--- src/rtl/mips_pkg.sv ---
// Shared constants for the decode/execute boundary: bus widths, the
// hard-wired zero register and the layout of the decoded control bundle.
package mips_pkg;

  localparam int DATA_W = 32;
  localparam int ADDR_W = 5;
  localparam int IMM_W  = 16;
  localparam int CTRL_W = 12;

  // Register 0 always reads as zero and is never a bypass source.
  localparam logic [ADDR_W-1:0] REG_ZERO = '0;

  // Bit positions inside the control bundle. The ID/EX stage only carries
  // the bundle; execute and later stages decode these fields.
  localparam int CTRL_REGWRITE_BIT = 0;
  localparam int CTRL_MEMREAD_BIT  = 1;
  localparam int CTRL_MEMWRITE_BIT = 2;
  localparam int CTRL_MEMTOREG_BIT = 3;
  localparam int CTRL_BRANCH_BIT   = 4;
  localparam int CTRL_ALUSRC_BIT   = 5;
  localparam int CTRL_REGDST_BIT   = 6;
  localparam int CTRL_ALUOP_LSB    = 7;
  localparam int CTRL_ALUOP_W      = 4;
  localparam int CTRL_JUMP_BIT     = 11;

endpackage

--- src/rtl/id_ex_pipeline_reg_if.sv ---
// Bundle of every signal crossing the ID/EX pipeline register: the decode
// side handshake and fields, the write-back snoop and the execute side.
interface id_ex_pipeline_reg_if #(
  parameter int DATA_W = mips_pkg::DATA_W,
  parameter int ADDR_W = mips_pkg::ADDR_W,
  parameter int IMM_W  = mips_pkg::IMM_W,
  parameter int CTRL_W = mips_pkg::CTRL_W
);
  import mips_pkg::*;

  logic              in_valid;
  logic              in_ready;
  logic              flush;
  logic [ADDR_W-1:0] rs_addr;
  logic [ADDR_W-1:0] rt_addr;
  logic [ADDR_W-1:0] rd_addr;
  logic [DATA_W-1:0] rs_data;
  logic [DATA_W-1:0] rt_data;
  logic [IMM_W-1:0]  imm;
  logic              imm_zext;
  logic [CTRL_W-1:0] ctrl;
  logic              wb_regwrite;
  logic [ADDR_W-1:0] wb_addr;
  logic [DATA_W-1:0] wb_data;
  logic              out_valid;
  logic              out_ready;
  logic [DATA_W-1:0] out_rs_data;
  logic [DATA_W-1:0] out_rt_data;
  logic [DATA_W-1:0] out_imm;
  logic [ADDR_W-1:0] out_rs_addr;
  logic [ADDR_W-1:0] out_rt_addr;
  logic [ADDR_W-1:0] out_rd_addr;
  logic [CTRL_W-1:0] out_ctrl;

  // Surrounding pipeline: drives decode, write-back and execute-ready.
  modport master (
    output in_valid, flush, rs_addr, rt_addr, rd_addr, rs_data, rt_data,
           imm, imm_zext, ctrl, wb_regwrite, wb_addr, wb_data, out_ready,
    input  in_ready, out_valid, out_rs_data, out_rt_data, out_imm,
           out_rs_addr, out_rt_addr, out_rd_addr, out_ctrl
  );

  // The pipeline register itself.
  modport slave (
    input  in_valid, flush, rs_addr, rt_addr, rd_addr, rs_data, rt_data,
           imm, imm_zext, ctrl, wb_regwrite, wb_addr, wb_data, out_ready,
    output in_ready, out_valid, out_rs_data, out_rt_data, out_imm,
           out_rs_addr, out_rt_addr, out_rd_addr, out_ctrl
  );

endinterface

--- src/rtl/id_ex_pipeline_reg_operand_bypass.sv ---
// Operand selector: register 0 forces zero, a matching write-back wins over
// the supplied value, otherwise the supplied value passes through.
module operand_bypass #(
  parameter int DATA_W = mips_pkg::DATA_W,
  parameter int ADDR_W = mips_pkg::ADDR_W
) (
  input  logic [ADDR_W-1:0] addr,
  input  logic [DATA_W-1:0] data,
  input  logic              wbRegwrite,
  input  logic [ADDR_W-1:0] wbAddr,
  input  logic [DATA_W-1:0] wbData,
  output logic [DATA_W-1:0] result
);
  import mips_pkg::*;

  logic [ADDR_W-1:0] zeroAddr;
  assign zeroAddr = ADDR_W'(REG_ZERO);

  // Zero register first, then write-back forwarding, then the plain value.
  always_comb begin
    result = data;
    if (addr == zeroAddr) begin
      result = '0;
    end else if (wbRegwrite && (wbAddr == addr)) begin
      result = wbData;
    end
  end

endmodule

--- src/rtl/id_ex_pipeline_reg.sv ---
// Decode-to-execute pipeline register: single entry with valid/ready on both
// sides, flush, immediate extension, capture-time write-back forwarding and
// forwarding into held operands while execute stalls.
module id_ex_pipeline_reg #(
  parameter int DATA_W = mips_pkg::DATA_W,
  parameter int ADDR_W = mips_pkg::ADDR_W,
  parameter int IMM_W  = mips_pkg::IMM_W,
  parameter int CTRL_W = mips_pkg::CTRL_W
) (
  input logic           clk,
  input logic           rst_n,
  id_ex_pipeline_reg_if.slave bus
);
  import mips_pkg::*;

  logic              outValid_p1;
  logic [DATA_W-1:0] outRsData_p1;
  logic [DATA_W-1:0] outRtData_p1;
  logic [DATA_W-1:0] outImm_p1;
  logic [ADDR_W-1:0] outRsAddr_p1;
  logic [ADDR_W-1:0] outRtAddr_p1;
  logic [ADDR_W-1:0] outRdAddr_p1;
  logic [CTRL_W-1:0] outCtrl_p1;

  logic              inReady;
  logic              capture;
  logic [DATA_W-1:0] capRsData;
  logic [DATA_W-1:0] capRtData;
  logic [DATA_W-1:0] holdRsData;
  logic [DATA_W-1:0] holdRtData;

  // Sign or zero extension: the fill bit is the immediate's MSB unless
  // zero extension is requested.
  function automatic logic [DATA_W-1:0] extendImm(input logic [IMM_W-1:0] raw,
                                                  input logic             zext);
    logic fill;
    fill = raw[IMM_W-1] & ~zext;
    return {{(DATA_W-IMM_W){fill}}, raw};
  endfunction

  // Accept whenever the slot is empty or is being consumed this cycle;
  // flush deliberately does not gate this.
  assign inReady = !outValid_p1 || bus.out_ready;
  assign capture = bus.in_valid && inReady;

  operand_bypass #(.DATA_W(DATA_W), .ADDR_W(ADDR_W)) uCapRs (
    .addr(bus.rs_addr), .data(bus.rs_data), .wbRegwrite(bus.wb_regwrite),
    .wbAddr(bus.wb_addr), .wbData(bus.wb_data), .result(capRsData)
  );

  operand_bypass #(.DATA_W(DATA_W), .ADDR_W(ADDR_W)) uCapRt (
    .addr(bus.rt_addr), .data(bus.rt_data), .wbRegwrite(bus.wb_regwrite),
    .wbAddr(bus.wb_addr), .wbData(bus.wb_data), .result(capRtData)
  );

  // Held operands re-resolved against write-back so a stalled entry never
  // goes stale relative to the register file.
  operand_bypass #(.DATA_W(DATA_W), .ADDR_W(ADDR_W)) uHoldRs (
    .addr(outRsAddr_p1), .data(outRsData_p1), .wbRegwrite(bus.wb_regwrite),
    .wbAddr(bus.wb_addr), .wbData(bus.wb_data), .result(holdRsData)
  );

  operand_bypass #(.DATA_W(DATA_W), .ADDR_W(ADDR_W)) uHoldRt (
    .addr(outRtAddr_p1), .data(outRtData_p1), .wbRegwrite(bus.wb_regwrite),
    .wbAddr(bus.wb_addr), .wbData(bus.wb_data), .result(holdRtData)
  );

  // ---- Stage p1: ID/EX register (flush > capture > drain > hold) ----
  always_ff @(posedge clk or negedge rst_n) begin
    if (!rst_n) begin
      outValid_p1  <= 1'b0;
      outRsData_p1 <= '0;
      outRtData_p1 <= '0;
      outImm_p1    <= '0;
      outRsAddr_p1 <= '0;
      outRtAddr_p1 <= '0;
      outRdAddr_p1 <= '0;
      outCtrl_p1   <= '0;
    end else if (bus.flush) begin
      outValid_p1 <= 1'b0;
    end else if (capture) begin
      outValid_p1  <= 1'b1;
      outRsData_p1 <= capRsData;
      outRtData_p1 <= capRtData;
      outImm_p1    <= extendImm(bus.imm, bus.imm_zext);
      outRsAddr_p1 <= bus.rs_addr;
      outRtAddr_p1 <= bus.rt_addr;
      outRdAddr_p1 <= bus.rd_addr;
      outCtrl_p1   <= bus.ctrl;
    end else if (outValid_p1 && bus.out_ready) begin
      outValid_p1 <= 1'b0;
    end else if (outValid_p1) begin
      outRsData_p1 <= holdRsData;
      outRtData_p1 <= holdRtData;
    end
  end

  assign bus.in_ready    = inReady;
  assign bus.out_valid   = outValid_p1;
  assign bus.out_rs_data = outRsData_p1;
  assign bus.out_rt_data = outRtData_p1;
  assign bus.out_imm     = outImm_p1;
  assign bus.out_rs_addr = outRsAddr_p1;
  assign bus.out_rt_addr = outRtAddr_p1;
  assign bus.out_rd_addr = outRdAddr_p1;
  assign bus.out_ctrl    = outCtrl_p1;

endmodule
--- src/flat_wrapper.sv ---
// flat-port wrapper written by rule: the top's interface ports become plain ports
module id_ex_pipeline_reg_flat import mips_pkg::*;
#(
  parameter int DATA_W = mips_pkg::DATA_W,
  parameter int ADDR_W = mips_pkg::ADDR_W,
  parameter int IMM_W  = mips_pkg::IMM_W,
  parameter int CTRL_W = mips_pkg::CTRL_W
)
  (clk, rst_n, bus_in_valid, bus_flush, bus_rs_addr, bus_rt_addr, bus_rd_addr, bus_rs_data, bus_rt_data, bus_imm, bus_imm_zext, bus_ctrl, bus_wb_regwrite, bus_wb_addr, bus_wb_data, bus_out_ready, bus_in_ready, bus_out_valid, bus_out_rs_data, bus_out_rt_data, bus_out_imm, bus_out_rs_addr, bus_out_rt_addr, bus_out_rd_addr, bus_out_ctrl);
  id_ex_pipeline_reg_if #(.DATA_W(DATA_W), .ADDR_W(ADDR_W), .IMM_W(IMM_W), .CTRL_W(CTRL_W)) bus_i ();
  input logic clk;
  input logic rst_n;
  input wire logic [$bits(bus_i.in_valid)-1:0] bus_in_valid;
  input wire logic [$bits(bus_i.flush)-1:0] bus_flush;
  input wire logic [$bits(bus_i.rs_addr)-1:0] bus_rs_addr;
  input wire logic [$bits(bus_i.rt_addr)-1:0] bus_rt_addr;
  input wire logic [$bits(bus_i.rd_addr)-1:0] bus_rd_addr;
  input wire logic [$bits(bus_i.rs_data)-1:0] bus_rs_data;
  input wire logic [$bits(bus_i.rt_data)-1:0] bus_rt_data;
  input wire logic [$bits(bus_i.imm)-1:0] bus_imm;
  input wire logic [$bits(bus_i.imm_zext)-1:0] bus_imm_zext;
  input wire logic [$bits(bus_i.ctrl)-1:0] bus_ctrl;
  input wire logic [$bits(bus_i.wb_regwrite)-1:0] bus_wb_regwrite;
  input wire logic [$bits(bus_i.wb_addr)-1:0] bus_wb_addr;
  input wire logic [$bits(bus_i.wb_data)-1:0] bus_wb_data;
  input wire logic [$bits(bus_i.out_ready)-1:0] bus_out_ready;
  output wire logic [$bits(bus_i.in_ready)-1:0] bus_in_ready;
  output wire logic [$bits(bus_i.out_valid)-1:0] bus_out_valid;
  output wire logic [$bits(bus_i.out_rs_data)-1:0] bus_out_rs_data;
  output wire logic [$bits(bus_i.out_rt_data)-1:0] bus_out_rt_data;
  output wire logic [$bits(bus_i.out_imm)-1:0] bus_out_imm;
  output wire logic [$bits(bus_i.out_rs_addr)-1:0] bus_out_rs_addr;
  output wire logic [$bits(bus_i.out_rt_addr)-1:0] bus_out_rt_addr;
  output wire logic [$bits(bus_i.out_rd_addr)-1:0] bus_out_rd_addr;
  output wire logic [$bits(bus_i.out_ctrl)-1:0] bus_out_ctrl;
  assign bus_i.in_valid = bus_in_valid;
  assign bus_i.flush = bus_flush;
  assign bus_i.rs_addr = bus_rs_addr;
  assign bus_i.rt_addr = bus_rt_addr;
  assign bus_i.rd_addr = bus_rd_addr;
  assign bus_i.rs_data = bus_rs_data;
  assign bus_i.rt_data = bus_rt_data;
  assign bus_i.imm = bus_imm;
  assign bus_i.imm_zext = bus_imm_zext;
  assign bus_i.ctrl = bus_ctrl;
  assign bus_i.wb_regwrite = bus_wb_regwrite;
  assign bus_i.wb_addr = bus_wb_addr;
  assign bus_i.wb_data = bus_wb_data;
  assign bus_i.out_ready = bus_out_ready;
  assign bus_in_ready = bus_i.in_ready;
  assign bus_out_valid = bus_i.out_valid;
  assign bus_out_rs_data = bus_i.out_rs_data;
  assign bus_out_rt_data = bus_i.out_rt_data;
  assign bus_out_imm = bus_i.out_imm;
  assign bus_out_rs_addr = bus_i.out_rs_addr;
  assign bus_out_rt_addr = bus_i.out_rt_addr;
  assign bus_out_rd_addr = bus_i.out_rd_addr;
  assign bus_out_ctrl = bus_i.out_ctrl;
  id_ex_pipeline_reg #(.DATA_W(DATA_W), .ADDR_W(ADDR_W), .IMM_W(IMM_W), .CTRL_W(CTRL_W)) u_core (.clk(clk), .rst_n(rst_n), .bus(bus_i));
endmodule
--- config.mk ---
export PLATFORM = sky130hd
export DESIGN_NAME = id_ex_pipeline_reg_flat
export DESIGN_NICKNAME = d
export VERILOG_FILES = /design/src/rtl/mips_pkg.sv /design/src/rtl/id_ex_pipeline_reg_if.sv /design/src/rtl/id_ex_pipeline_reg_operand_bypass.sv /design/src/rtl/id_ex_pipeline_reg.sv /design/src/flat_wrapper.sv
export SDC_FILE = /design/constraint.sdc
export NUM_CORES = 1
export LEC_CHECK = 0
export ABC_AREA = 1
export CAP_MARGIN = 10
export CORE_ASPECT_RATIO = 0.5
export CORE_MARGIN = 2
export CORE_UTILIZATION = 35
export DETAILED_ROUTE_END_ITERATION = 8
export GPL_ROUTABILITY_DRIVEN = 0
export PLACE_DENSITY = 0.63
export REMOVE_ABC_BUFFERS = 1
export SETUP_SLACK_MARGIN = 0.15
export SLEW_MARGIN = 20
export SYNTH_ARGS = -nofsm -noshare
export SYNTH_HDL_FRONTEND = slang
export SYNTH_HIERARCHICAL = 1
export SYNTH_SLANG_ARGS = --single-unit
export TNS_END_PERCENT = 30
--- constraint.sdc ---
create_clock -name clk -period 2.7 [get_ports clk]
set_clock_uncertainty 0.05 [all_clocks]
set_input_delay 0.405 -clock clk [delete_from_list [all_inputs] [get_ports clk]]
set_output_delay 0.405 -clock clk [all_outputs]
set_load 0.01 [all_outputs]
==> impl_metrics.json, run 1 <==
{
  "netlist_area_sq_mm": 0.00844,
  "synthTopCellsByArea": "nand2_1 33%, dfrtp_1 32%, nor2_1 12%, inv_1 7.3%, nand3_1 4.0%",
  "reg2reg_from": "u_core/bus.out_rs_addr[0]",
  "wl_per_cell_um": 13.6,
  "synth.most_common_cell": "nand2_1",
  "ir_worst_vdd_mv": 0.279,
  "critPathRequiredTime_ns": 2.25,
  "reg2reg_depth": 13,
  "routed_wirelength_um": 27700,
  "critical_path_depth": 4,
  "path_clk_slew_ns": 0.08,
  "route.vias.total": 8960,
  "cpMostUsedCell": "clkdlybuf4s50_1",
  "syn_to_final_growth_pct": 37.2,
  "dieWidth_um": 224,
  "nNetsFinal": 1859,
  "worstPathMaxFanout": 8,
  "fp.dieH_um": 114,
  "core_sq_mm": 0.0238,
  "max_cap_viol_count": 0,
  "first_iter_violations": 576,
  "grt_overflow_total": 0,
  "syn_inst": 1489,
  "p_leak_uw": 0.00680,
  "htreeDepth": 3,
  "grt_max_degree": 65,
  "critPathArrivalTime_ns": 1.73,
  "critPathCaptureType": "primary output",
  "placed_area_sq_mm": 0.0113,
  "synth_edf_count": 0,
  "worstSetupPathType": "input pin to primary output",
  "design_area_sq_mm": 0.0116,
  "p_total_uw": 5920,
  "rows": 40,
  "hold_viol": 0,
  "crit_start": "bus_out_ready",
  "grt_pass1_vias": 8410,
  "whs_ns": 0.423,
  "tritoncts": "done",
  "route.detailed.drc": 0,
  "path_delay_family": "buffers and inverters",
  "seq_area_frac_synth_pct": 32.3,
  "worst_slack_ns": 0.510,
  "synth-warning-count": 6,
  "grt_pass1_wl_um": 44200,
  "yosysTopAreaCellShare_pct": 32.6,
  "cp_cell_sequence": "clkdlybuf4s50_1 -> inv_1 -> nand2_2 -> clkdlybuf4s50_1",
  "clock_path_buffers": 2,
  "critPathMaxStageDelay_ns": 0.60,
  "rsz0062_at_grt": "no",
  "path_buf_inv": 3,
  "via_per_inst": 4.42,
  "dp_hpwl_um": 18300,
  "layout-drive-gt1-share_pct": 5.95,
  "cts_root_buf": "clkbuf_16",
  "powerDensity_mw_per_mm2": 511,
  "hold_path.class": "input pin to async pin",
  "synth_ff_type": "dfrtp_1",
  "postSynth.asyncResetShare_pct": 100,
  "status": "finished, final reports clean",
  "crit_slowest_cell": "clkdlybuf4s50_1",
  "grt_util_all_layers_pct": 21.9,
  "top_level_ports": 276,
  "cp-start-kind": "input pin",
  "fin_util_pct": 48.6,
  "antenna_found_initial": 1,
  "period_share_pct": 81.1,
  "synth_top_cell_by_area": "nand2_1",
  "relSlewSlack_pct": 64.5,
  "syn_area_per_cell_sq_um": 5.67,
  "max_freq_mhz": 457,
  "yosysUniqueCellTypes": 16,
  "die-area_sq_mm": 0.0254,
  "clkLatencyLatePin_ns": 0.37,
  "ant_nets": 0,
  "drv_slew": 0,
  "numClockSinks": 109,
  "synth_commonest_cells": "733 x nand2_1, 260 x nor2_1, 163 x inv_1",
  "port_buffers": 275,
  "cts_buffers": 9,
  "worst_pin_slew_ns": 0.533,
  "place_ws_ns": 0.391,
  "setup_viol": 0,
  "dr.pass1.iters": 5,
  "initial_core_util_pct": 35.4,
  "layout_min_cycle_time_ns": 2.19,
  "ys_ff_latch": 109
}
## cells in the final DEF (no fill, tap or decap)
cell type        instances
buf_4                   17
inv_1                  163
nor2_1                 260
nand3_2                  1
clkdlybuf4s50_1        273
nand3_1                 68
clkbuf_8                 1
inv_8                    1
clkinvlp_4               1
nor3_1                   4
clkinv_4                 2
o21ai_0                  1
buf_2                    1
dfrtp_1                109
nor2_2                  12
nand2_1                732
inv_6                    2
dlygate4sd3_1            1
nand2_2                 35
buf_12                   9
clkbuf_16                9
inv_2                    7
nand3_4                  4
diode_2                  1
## cell families after synthesis
logic type	synth area share, %
AND/OR/NAND/NOR	52.8
AO/OA/AOI/OAI	0.0593
buffers and inverters	14.8
flip-flops	32.3
## final cells by class
cell class                 count  area, sq um
timing repair buffer         301         3060
fill                        2561        12200
multi-input combinational   1117         4460
inverter                     170          638
sequential                   109         2730
tap                          315          394
antenna                        1         2.50
clock buffer                  10          239
clock inverter                 6         53.8
## path summary, 6_finish.rpt
path                       slack (ns)                   endpoint
max                              0.51               bus_in_ready
min                              0.42     u_core/bus.out_ctrl[8]
max reg2reg                      0.93  u_core/bus.out_rs_data[6]
min reg2reg                      0.43     u_core/bus.out_ctrl[5]
max in group asynchronous        1.43  u_core/bus.out_rs_data[4]
min in group clk                 0.43     u_core/bus.out_ctrl[5]
## timing repair
| action | in CTS | in global routing |
|---|---|---|
| endpoints found under the hold margin | 20 | 0 |
| buffers inserted | 0 | 0 |
| gates resized for setup | 0 | 0 |
| hold buffers | 1 | 0 |
## worst reg2reg max path, delay by kind of cell (launching register included)
kind	cells	cell delay [ns]
and+or+nand+nor	11	0.97
DFF	1	0.41
buffers and inverters	2	0.27
## through the flow
step           std cells  setup TNS, ns
5_1_grt             2029              0
2_1_floorplan       1396         -36.58
6_report            2029              0
3_3_place_gp        2011              0
4_1_cts             2028              0
3_5_place_dp        2011              0
## registers in the layout, indices dropped and copies added (netlist names)
name / count
u_core/bus.out_rs_addr: 5
u_core/bus.out_rt_addr: 5
u_core/bus.out_rs_data: 32
u_core/bus.out_valid: 1
u_core/bus.out_rt_data: 32
u_core/bus.out_ctrl: 12
u_core/bus.out_rd_addr: 5
u_core/bus.out_imm: 17
## power by group
| part | total (uW) | internal [uW] | switching (uW) |
|---|---|---|---|
| sequential | 2160 | 1910 | 247 |
| combinational | 2370 | 1180 | 1200 |
| clock | 1390 | 671 | 715 |
| total | 5920 | 3760 | 2160 |
## routing by layer
layer / vias up / global-route usage (%) / wire length (um) / part of all wire [%]
met5: - / 0 / 0 / 0
met2: 217 / 37.8 / 12900 / 47
met1: 3976 / 28.0 / 12800 / 46
li1: 4740 / - / - / -
met3: 27 / 4.61 / 1470 / 5.3
met4: 0 / 6.18 / 512 / 1.9
No activity file was read; power rests on OpenSTA's default activity.
==> run 2: changes to the inputs <==
Settings changed: PLACE_DENSITY 0.63 to 0.65.
Clock period 2.7 ns to 1.9 ns, I/O delays scaled along.
==> run 2 against run 1 <==
Against the previous run:
- first-iteration DRC count rose by 49%
- highest routed layer unchanged
- worst hold slack got worse by 0.31 ns
- non-clock buffer count rose by 52
- final cell count rose by 2.6%
- critical path type is now register to primary output
- largest power group unchanged
==> impl_metrics.json, run 2 (synthesis results as in run 1) <==
{
  "routed_wirelength_um": 31300,
  "totalNegativeSetupSlack_ns": 0,
  "period_share_pct": 93.8,
  "dp_hpwl_um": 19700,
  "p_int_uw": 5440,
  "r2r-end": "u_core/bus.out_rs_data[17]",
  "first_iter_violations": 859,
  "cts_root_buf": "clkbuf_16",
  "ir_worst_vdd_mv": 0.420,
  "rrSetupSlack_ns": 0.15,
  "antenna_found_initial": 0,
  "grt_max_degree": 49,
  "max_cap_viol_count": 0,
  "layout-drive-gt1-share_pct": 9.74,
  "setup_viol": 0,
  "via_per_inst": 4.59,
  "final_cells": 2082,
  "grt_pass1_wl_um": 46100,
  "relSlewSlack_pct": 66.9,
  "critPathArrivalTime_ns": 1.45,
  "tritoncts": "done",
  "wl_per_cell_um": 15.0,
  "layout_min_cycle_time_ns": 1.78,
  "switchingPower_uw": 3290,
  "hold_path.class": "input pin to register",
  "dp_cells": 2043,
  "fin_util_pct": 52.1,
  "core_sq_mm": 0.0238,
  "initial_core_util_pct": 35.4,
  "grt_pass1_vias": 8718,
  "reg2reg_from": "u_core/bus.out_rs_addr[3]",
  "pwr-share-clk_pct": 23.8,
  "grt_overflow_total": 0,
  "hold_end": "u_core/bus.out_rs_addr[0]",
  "combPwrFrac_pct": 40.8,
  "path_clk_slew_ns": 0.09,
  "most-common-layout-cells": "731 x nand2_1, 254 x nor2_1, 241 x clkdlybuf4s50_1, 161 x inv_1, 102 x dfrtp_1",
  "route.vias.total": 9561,
  "cp_cell_sequence": "buf_4 -> clkdlybuf4s50_1",
  "seq_power_share_pct": 35.3,
  "crit_slowest_cell": "clkdlybuf4s50_1",
  "worstSetupPathType": "register to primary output",
  "grt_util_all_layers_pct": 23.0,
  "top_level_ports": 276,
  "nNetsFinal": 1912,
  "cp-start-kind": "register",
  "min-delay-start": "bus_rs_addr[0]",
  "clkLatencyLatePin_ns": 0.39,
  "cts_buffers": 9,
  "fp.dieH_um": 114,
  "critPathCaptureType": "primary output",
  "rsz0062_at_grt": "yes",
  "final_common_cell": "nand2_1",
  "fillers": 2406,
  "status": "finished, final reports clean",
  "htreeDepth": 3,
  "swShare_pct": 37.7,
  "worst_pin_slew_ns": 0.496,
  "die-area_sq_mm": 0.0254,
  "path_delay_family": "buffers and inverters",
  "syn_to_final_growth_pct": 47.0,
  "critPathMaxStageDelay_ns": 0.52,
  "path_buf_inv": 2,
  "ant_nets": 0,
  "reg2reg_depth": 13,
  "min_delay_path_depth": 3,
  "dieWidth_um": 224,
  "dr.pass1.iters": 7,
  "p_leak_uw": 0.00742,
  "clock_path_buffers": 2,
  "port_buffers": 275,
  "drv_slew": 0,
  "rows": 40,
  "route.detailed.drc": 0,
  "numClockSinks": 109,
  "critPathRequiredTime_ns": 1.56,
  "powerDensity_mw_per_mm2": 704,
  "max_freq_mhz": 561,
  "hold_viol": 0,
  "worstPathMaxFanout": 4
}
run 2: cell types whose count changed in the layout (fill, tap and decap cells not counted), moves of 6 or more:
| cell | change |
|---|---|
| dfrtp_1 | -7 |
| dlymetal6s2s_1 | +16 |
| clkdlybuf4s50_1 | -32 |
| dlygate4sd2_1 | +16 |
| clkbuf_16 | +11 |
| dfrtp_2 | +7 |
| nor2_1 | -6 |
| buf_4 | +27 |
| buf_12 | +10 |
run 2: worst max-delay path by stage:
stage          slack, ns                       from  cells after the start                    endpoint
4_1_cts             0.10  u_core/bus.out_rt_addr[1]                      1          bus_out_rt_addr[1]
5_1_grt             0.02  u_core/bus.out_rs_addr[3]                     13  u_core/bus.out_rs_data[14]
3_5_place_dp       -0.29             bus_wb_addr[1]                     14   u_core/bus.out_rs_data[8]
3_3_place_gp       -0.26             bus_wb_addr[1]                     14  u_core/bus.out_rs_data[28]
2_1_floorplan      -1.36       u_core/bus.out_valid                      6   u_core/bus.out_rs_data[0]
6_report            0.12  u_core/bus.out_rt_addr[0]                      2          bus_out_rt_addr[0]
run 2: area by class of cell:
class | count | area [sq um] | share of cell area, %
diodes | 1 | 2.50 | 0.0202
clock buffers | 9 | 225 | 1.82
clock inverters | 7 | 83.8 | 0.676
inverters | 170 | 638 | 5.14
multi-input cells | 1118 | 4530 | 36.5
flip-flops and latches | 109 | 2740 | 22.1
well taps | 315 | 394 | 3.18
repair buffers | 353 | 3800 | 30.6
run 2: through the flow:
stage	setup WS [ns]	hold WS, ns	power [uW]	area [sq um]
floorplan	-1.36	-0.0606	4660	7830
global placement	-0.259	0.191	6570	11600
detailed placement	-0.293	0.189	6590	11600
CTS	0.104	0.297	8710	12000
global route	0.0229	0.123	9330	12400
finish	0.118	0.115	8730	12400
run 2: timing repair:
item / in CTS / in global routing
gates resized for setup: 20 / 39
endpoints found under the setup margin: 63 / 87
gates cloned: 0 / 13
hold endpoints to repair: 22 / 0
hold buffers: 1 / 0
pin swaps: 1 / 8
buffers inserted: 3 / 5
run 2: worst reg2reg max path: cells and delay by family (launching register included):
kind,cells,cell delay [ns]
buffers and inverters,2,0.35
AND/OR/NAND/NOR,11,0.85
flip-flops,1,0.45
run 2: power groups by stage:
stage	combinational, uW	clock, uW	sequential (uW)
3_3_place_gp	3440	0	3130
4_1_cts	3470	2150	3090
3_5_place_dp	3460	0	3120
6_report	3570	2080	3080
2_1_floorplan	1410	0	3250
5_1_grt	3960	2220	3150
run 2: per-layer routing:
layer / GRT usage, % / part of all wire [%] / up-vias
met5: 0 / 0 / -
met1: 29.1 / 44 / 4303
met2: 40.1 / 48 / 352
li1: - / - / 4865
met4: 5.96 / 1.8 / 0
met3: 5.02 / 7.1 / 41
==> run 3: changes to the inputs <==
Settings changed: DONT_BUFFER_PORTS set to 1, PLACE_DENSITY 0.65 to 0.5, SKIP_CTS_REPAIR_TIMING set to 1.
==> run 3 against run 2 <==
Against the previous run:
- the flow now finishes with violations (hold timing)
- global-route usage fell by 1.3 points
- final cell count fell by 14%
- clock-buffer cell count did not move
- register-to-register slack improved by 0.02 ns
- combinational power fell by 46%
- sequential power rose by 8.8%
- die area did not move
- worst hold slack got worse by 0.58 ns
- design area fell by 25%
- non-clock buffer count fell by 287
- first-iteration DRC count fell by 29%
- core utilization fell by 13 points
- critical path type is now register to register
- largest cell class unchanged
- highest routed layer unchanged
==> impl_metrics.json, run 3 (synthesis results as in run 1) <==
{
  "p_leak_uw": 0.00595,
  "insertedDiodeCount": 0,
  "dp_hpwl_um": 16600,
  "worstSetupPathType": "register to register",
  "path_clk_slew_ns": 0.08,
  "clkLatencyLatePin_ns": 0.39,
  "dp_cells": 1735,
  "first_iter_violations": 609,
  "placed_area_sq_mm": 0.00857,
  "route.detailed.drc": 0,
  "status": "finished, violations left",
  "worstPathMaxFanout": 64,
  "cp-start-kind": "register",
  "grt_pass1_vias": 8013,
  "worst_pin_slew_ns": 0.585,
  "most-common-layout-cells": "732 x nand2_1, 260 x nor2_1, 163 x inv_1, 104 x dfrtp_1, 64 x nand3_1",
  "syn_to_final_growth_pct": 10.4,
  "critPathArrivalTime_ns": 2.01,
  "dr.pass1.iters": 5,
  "final_cells": 1793,
  "fp.dieH_um": 114,
  "r2r-end": "u_core/bus.out_rs_data[8]",
  "p_total_uw": 7460,
  "routed_wirelength_um": 27900,
  "fillers": 2592,
  "initial_core_util_pct": 35.4,
  "ir_worst_vdd_mv": 0.434,
  "path_delay_family": "simple AND/OR/NAND/NOR gates",
  "relSlewSlack_pct": 60.9,
  "dieWidth_um": 224,
  "nNetsFinal": 1624,
  "hold_path.class": "input pin to async pin",
  "violations": "hold timing",
  "powerDensity_mw_per_mm2": 801,
  "reg2reg_depth": 12,
  "layout-drive-gt1-share_pct": 7.31,
  "cts_root_buf": "clkbuf_16",
  "ant_nets": 0,
  "grt_overflow_total": 0,
  "design_area_sq_mm": 0.00931,
  "route.vias.total": 8601,
  "reg2reg_from": "u_core/bus.out_rs_addr[3]",
  "hold_viol": 110,
  "port_buffers": 0,
  "clock_path_buffers": 2,
  "via_per_inst": 4.80,
  "grt_pass1_wl_um": 43200,
  "tritoncts": "done",
  "final_common_cell": "nand2_1",
  "cp_cell_sequence": "nand2_1 -> nand2_1 -> nor2_2 -> nand3_4 -> buf_12 -> nand2_1 -> nand2_1 -> nor2_1 -> nand2_1 -> nand2_1 -> nand2_1 -> nand2_1",
  "max_freq_mhz": 579,
  "top_level_ports": 276,
  "critPathCaptureType": "register",
  "critPathRequiredTime_ns": 2.18,
  "layout_min_cycle_time_ns": 1.73,
  "grt_util_all_layers_pct": 21.7,
  "cpMostUsedCell": "nand2_1",
  "rows": 40,
  "max_cap_viol_count": 0,
  "wl_per_cell_um": 15.6,
  "die-area_sq_mm": 0.0254,
  "rsz0062_at_grt": "yes",
  "core_sq_mm": 0.0238,
  "period_share_pct": 90.9,
  "drv_slew": 0,
  "antenna_found_initial": 0,
  "whs_ns": -0.466,
  "crit_start": "u_core/bus.out_rs_addr[3]",
  "grt_max_degree": 110,
  "htreeDepth": 3,
  "critPathMaxStageDelay_ns": 0.47,
  "rrSetupSlack_ns": 0.17,
  "cts_buffers": 9,
  "path_buf_inv": 1,
  "numClockSinks": 109,
  "setup_viol": 0,
  "crit_slowest_cell": "dfrtp_1"
}
## run 3: cell count changes in the layout (fill, tap and decap cells not counted), moves of 3 or more
cell             before  now
buf_6                 4    0
buf_12               19   12
dlymetal6s2s_1       16    0
clkbuf_16            20    9
dlygate4sd3_1         1   42
nor2_4                4    0
nand3_1              68   64
nand3_2               2    5
buf_4                44   12
dlygate4sd2_1        16    0
clkdlybuf4s50_1     241    0
nor2_1              254  260
## run 3: how the worst max path moves through the flow
stage	to	depth (start not counted)	slack [ns]
finish	u_core/bus.out_rs_data[8]	12	0.17
global route	u_core/bus.out_rt_data[31]	13	0.02
CTS	u_core/bus.out_rs_data[8]	13	0.13
detailed placement	u_core/bus.out_rs_data[8]	13	0.17
global placement	u_core/bus.out_rs_data[4]	13	0.22
floorplan	u_core/bus.out_rs_data[0]	6	-1.36
## run 3: stage by stage
stage	util [%]	hold WS (ns)	setup TNS, ns	setup WS, ns
after floorplan	-	-0.0606	-121.46	-1.36
after global placement	36.0	-0.0584	0	0.217
after detailed placement	36.0	-0.0591	0	0.172
after CTS	37.3	-0.500	0	0.134
after global routing	39.1	-0.503	0	0.0156
final	39.1	-0.466	0	0.174
## run 3: per-layer routing
layer | part of all wire [%] | GRT usage [%] | vias to the layer above
met5 | 0 | 0 | -
li1 | - | - | 4268
met4 | 2.0 | 7.07 | 0
met1 | 45 | 27.0 | 4029
met3 | 6.5 | 5.82 | 34
met2 | 47 | 36.8 | 270
## run 3: layout make-up
class / count / area, sq um / share of cell area [%]
clock buffers: 9 / 225 / 2.42
well taps: 315 / 394 / 4.23
repair buffers: 66 / 751 / 8.06
flip-flops and latches: 109 / 2730 / 29.4
multi-input cells: 1117 / 4480 / 48.1
inverters: 170 / 638 / 6.85
clock inverters: 7 / 87.6 / 0.940
## run 3: worst reg2reg max path: stages, from the launching register on
cell     delay (ns)
dfrtp_1        0.47
nand2_1        0.10
nand2_1        0.06
nor2_2         0.14
nand3_4        0.09
buf_12         0.22
nand2_1        0.11
nand2_1        0.06
nor2_1         0.11
nand2_1        0.06
nand2_1        0.07
nand2_1        0.05
nand2_1        0.07
## run 3: power breakdown
group | internal, uW | switching [uW] | total [uW]
clock network | 1060 | 1100 | 2160
logic | 767 | 1180 | 1940
registers | 2720 | 633 | 3350
total | 4550 | 2910 | 7460
